[src/rtl/median_window_filter.sv]
// Streaming sliding-window median filter: keeps the last DEPTH samples in arrival
// and sorted order, updating the sorted window with one evict/insert per accepted sample.
module median_window_filter #(
    parameter int WIDTH = 8,
    parameter int DEPTH = 5,
    parameter int CW    = $clog2(DEPTH + 1)
) (
    input  logic                   clk,
    input  logic                   rst_n,
    input  logic                   clear,
    input  logic                   in_valid,
    input  logic [WIDTH-1:0]       in_data,
    output logic                   out_valid,
    output logic [WIDTH-1:0]       out_data,
    output logic [WIDTH-1:0]       out_min,
    output logic [WIDTH-1:0]       out_max,
    output logic [DEPTH*WIDTH-1:0] out_sorted,
    output logic [CW-1:0]          fill_count
);

    localparam logic [WIDTH-1:0] SENTINEL = '1;
    localparam logic [CW-1:0]    FULL     = CW'(DEPTH);

    logic [DEPTH-1:0][WIDTH-1:0] hist_p1;
    logic [DEPTH-1:0][WIDTH-1:0] srt_p1;
    logic [DEPTH-1:0][WIDTH-1:0] srt_p0;
    logic [DEPTH-2:0][WIDTH-1:0] kept_p0;
    logic [DEPTH-2:0]            lt_p0;
    logic [WIDTH-1:0]            victim_p0;
    logic [CW-1:0]               fill_next_p0;
    logic                        hit_p0;

    function automatic logic [CW-1:0] sat_inc(input logic [CW-1:0] c);
        return (c == FULL) ? c : c + CW'(1);
    endfunction

    // Stage p0: remove the first copy of the victim, then insert in_data in order.
    // Unfilled slots hold the sentinel, so evicting a sentinel drops one padding slot.
    always_comb begin
        victim_p0    = (fill_count == FULL) ? hist_p1[DEPTH-1] : SENTINEL;
        fill_next_p0 = sat_inc(fill_count);
        hit_p0       = 1'b0;
        for (int i = 0; i < DEPTH - 1; i++) begin
            hit_p0     = hit_p0 | (srt_p1[i] == victim_p0);
            kept_p0[i] = hit_p0 ? srt_p1[i+1] : srt_p1[i];
            lt_p0[i]   = kept_p0[i] < in_data;
        end
        srt_p0[0] = lt_p0[0] ? kept_p0[0] : in_data;
        for (int i = 1; i < DEPTH - 1; i++) begin
            srt_p0[i] = lt_p0[i] ? kept_p0[i] : (lt_p0[i-1] ? in_data : kept_p0[i-1]);
        end
        srt_p0[DEPTH-1] = lt_p0[DEPTH-2] ? in_data : kept_p0[DEPTH-2];
    end

    // Stage p1: registered window state and outputs.
    always_ff @(posedge clk or negedge rst_n) begin
        if (!rst_n) begin
            hist_p1    <= '0;
            srt_p1     <= '1;
            fill_count <= '0;
            out_valid  <= 1'b0;
            out_data   <= '0;
            out_min    <= '0;
            out_max    <= '0;
        end else if (clear) begin
            hist_p1    <= '0;
            srt_p1     <= '1;
            fill_count <= '0;
            out_valid  <= 1'b0;
            out_data   <= '0;
            out_min    <= '0;
            out_max    <= '0;
        end else if (in_valid) begin
            hist_p1    <= {hist_p1[DEPTH-2:0], in_data};
            srt_p1     <= srt_p0;
            fill_count <= fill_next_p0;
            out_valid  <= (fill_next_p0 == FULL);
            out_data   <= srt_p0[DEPTH/2];
            out_min    <= srt_p0[0];
            out_max    <= srt_p0[DEPTH-1];
        end else begin
            out_valid  <= 1'b0;
        end
    end

    assign out_sorted = srt_p1;

endmodule

[config.mk]
export PLATFORM = sky130hd
export DESIGN_NAME = median_window_filter
export DESIGN_NICKNAME = d
export VERILOG_FILES = /design/src/rtl/median_window_filter.sv
export SDC_FILE = /design/constraint.sdc
export NUM_CORES = 1
export LEC_CHECK = 0
export BUFFER_PORTS_ARGS = -buffer_cell sky130_fd_sc_hd__buf_2
export CORE_MARGIN = 2
export CORE_UTILIZATION = 55
export DETAILED_ROUTE_END_ITERATION = 10
export GPL_ROUTABILITY_DRIVEN = 0
export PLACE_DENSITY_LB_ADDON = 0.25
export RECOVER_POWER = 25
export SYNTH_ARGS = -nofsm -noshare
export SYNTH_HDL_FRONTEND = slang
export SYNTH_SLANG_ARGS = --single-unit
[constraint.sdc]
create_clock -name clk -period 13.5 [get_ports clk]
set_clock_uncertainty 0.05 [all_clocks]
set_input_delay 0.675 -clock clk [delete_from_list [all_inputs] [get_ports clk]]
set_output_delay 0.675 -clock clk [all_outputs]
set_load 0.03 [all_outputs]
==> flow_summary.yaml <==
status:
  outcome: "complete, but fails checks"
  violations: "max-capacitance violations, max-slew violations"
clock_network:
  cts_buffer_depth: 2
  cts_tree: "built"
  post_cts_buffers: 0
  clk_pin_slew_ns: 0.08
  cts_resized: 0
  cts_root_buf: "clkbuf_16"
  cts_buffers: 9
  cts_max_level: 3
  cts_sinks: 108
  hold_buffers: 0
  clk-insertion-delay-late_ns: 0.37
synth:
  synth_ff_type: "dfrtp_1"
  syn_area_per_cell_sq_um: 9.61
  synth-async-reset-ratio_pct: 100
  ys_warn_count: 0
  synth_edf_count: 0
  synth_area_sq_um: 7340
  yosysTopAreaCellShare_pct: 23.2
  synth-seq-cells: 108
  seq_area_frac_synth_pct: 37.5
  synth.area.top_cells: "dfrtp_1 (23%), dfstp_2 (14%), mux2i_1 (6.5%)"
  synth_cell_types: 70
  synth_top_area_cell: "dfrtp_1"
  synth_cells: 764
  synthesis.nets: 806
global_route:
  grt_first_pass_wirelength_microns: 34000
  grt_max_degree: 102
  antenna_found_initial: 0
  grt_overflow_total: 0
  grt_pass1_vias: 6212
  grt.total_usage_pct: 30.7
critical_path:
  required_ns: 13.72
  worstReg2RegEnd: "out_sorted[12]$_DFFE_PN1P_"
  worstPathMaxFanout: 17
  startpoint_type: "flop"
  worstSetupPathType: "flop to flop"
  r2r_cells: 18
  regToRegSetupSlack_ns: 7.43
  r2r-start: "fill_count[1]$_DFFE_PN0P_"
  crit_arrival_ns: 6.29
  endpoint_kind: "flop"
min_path:
  min_from: "out_max[7]$_DFFE_PN0P_"
  holdPathEnd: "out_max[7]$_DFFE_PN0P_"
  min_path_type: "flop to flop"
  whs_path_depth: 2
route:
  drt_iter0_drc: 699
  ant_nets: 0
  vias: 6596
  drt_wl_total_microns: 21800
  first_pass_iters: 5
  wl_per_cell_microns: 22.2
  avgViaCountPerCell: 6.72
  drc: 0
timing:
  finalHoldViolCount: 0
  setup_viol: 0
  slew_violations: 111
  period_minus_slack_ns: 6.07
  setup_tns_ns: 0
  max_slew_margin_pct: -132
  fmax_mhz: 165
  worst_hold_slack_ns: 0.455
  worst_slack_ns: 7.43
  rsz0062_at_grt: "false"
  fin_crit_sh_pct: 45.0
  worst_pin_slew_ns: 3.48
final_layout:
  final_area_sq_um: 7960
  fin_cells: 981
  final_cell_mix: "nand2_1 (73), dfrtp_1 (68), nor2_1 (63)"
  layout_commonest_cell: "nand2_1"
  layout-drive-gt1-share_pct: 23.1
  area_growth_pct: 8.45
  diodes: 0
  final_nets: 842
place:
  place_inst: 965
  hpwl_microns: 15300
  portBuffers: 79
  post-place-ws_ns: 7.62
  place_area_sq_um: 7700
floorplanning:
  chipWidth_microns: 120
  rows: 42
  fp.dieArea_sq_um: 14300
  core_area_sq_um: 13100
  ioPinCount: 80
  fp.dieH_microns: 120
  start_util_pct: 55.9
power:
  ir_drop_uv: 95.7
  power_density_nw_per_um2: 167
  p_leak_nw: 3.25
run:
  drv_cap: 2
[kinds of logic after synthesis]
kind of cell | Yosys count | share of synthesized area (%)
buffers and inverters | 74 | 4.87
flip-flops | 108 | 37.5
XOR/XNOR | 17 | 2.03
adder cells (fa/ha/maj) | 30 | 5.11
AND/OR/NAND/NOR | 266 | 18.5
multiplexers | 77 | 11.0
AO/OA/AOI/OAI | 192 | 21.1
[per-layer routing]
layer,GRT usage [%],part of all wire (%)
met1,42.3,41
met2,45.5,45
met3,5.61,9.7
met4,17.8,4.8
met5,0,0
[sequential cells by signal (all words and copies together), names as in the netlist]
name,cells
out_sorted,40
hist_p1,40
out_data,8
fill_count,3
out_valid,1
out_min,8
out_max,8
[report_power, final]
group          switching, mW  internal, mW
Combinational          0.393         0.209
Clock                  0.133         0.140
Sequential            0.0700         0.384
[cells in the mapped netlist, types with 4 or more instances]
| master | instances |
|---|---|
| dfstp_2 | 40 |
| buf_2 | 9 |
| a31oi_1 | 11 |
| nand4_1 | 4 |
| a21oi_1 | 42 |
| buf_4 | 5 |
| a221oi_1 | 7 |
| xor2_1 | 16 |
| clkbuf_1 | 28 |
| nor4_1 | 18 |
| ha_1 | 30 |
| and3_1 | 10 |
| o32ai_1 | 11 |
| a21o_1 | 6 |
| o21ai_0 | 18 |
| or4bb_1 | 4 |
| a211oi_1 | 4 |
| dfrtp_1 | 68 |
| buf_6 | 5 |
| o31ai_1 | 11 |
| nand3_1 | 23 |
| o211ai_2 | 7 |
| a221o_1 | 8 |
| o211ai_1 | 30 |
| mux2_2 | 29 |
| a211oi_2 | 4 |
| mux2i_1 | 48 |
| nand2_1 | 73 |
| nand3b_1 | 6 |
| nor3_1 | 35 |
| a311oi_2 | 11 |
| nand2b_1 | 5 |
| inv_1 | 14 |
| buf_1 | 10 |
| nor2_1 | 63 |
[cell type report]
class,instances,area (sq um)
timing repair buffer,84,402
clock inverter,6,50.0
multi-input combinational,582,4230
fill,1163,5170
inverter,15,56.3
clock buffer,10,250
tap,176,220
sequential,108,2750
[worst max-delay path: stages, from the launching register on]
cell and delay, ns:
dfrtp_1 0.41, inv_1 0.08, ha_1 0.43, and2_1 0.55, a21oi_1 0.17, nor3_1 0.39, nor4_4 0.07, buf_4 0.23
nor2_2 0.36, mux2_2 0.42, ha_1 0.30, a21o_1 0.16, a21o_1 0.16, a21oi_1 0.30, nand2_1 0.14, nor4_2 0.58
or3_1 0.62, nor2_2 0.18, a221oi_1 0.35
[worst max path at each step]
stage                              start                    endpoint  slack (ns)
5_1_grt        fill_count[1]$_DFFE_PN0P_  out_sorted[13]$_DFFE_PN1P_        7.01
2_1_floorplan  fill_count[0]$_DFFE_PN0P_     out_data[4]$_DFFE_PN0P_        8.53
3_5_place_dp   fill_count[1]$_DFFE_PN0P_  out_sorted[12]$_DFFE_PN1P_        7.62
3_3_place_gp   fill_count[1]$_DFFE_PN0P_  out_sorted[12]$_DFFE_PN1P_        7.88
6_report       fill_count[1]$_DFFE_PN0P_  out_sorted[12]$_DFFE_PN1P_        7.43
4_1_cts        fill_count[1]$_DFFE_PN0P_  out_sorted[12]$_DFFE_PN1P_        7.59
[metrics by stage]
step | utilization, % | total power [mW]
floorplan | - | 0.897
global placement | 58.6 | 1.03
detailed placement | 58.6 | 1.05
CTS | 60.9 | 1.32
global route | 60.6 | 1.39
finish | 60.6 | 1.33
No activity file was read; power rests on OpenSTA's default activity.
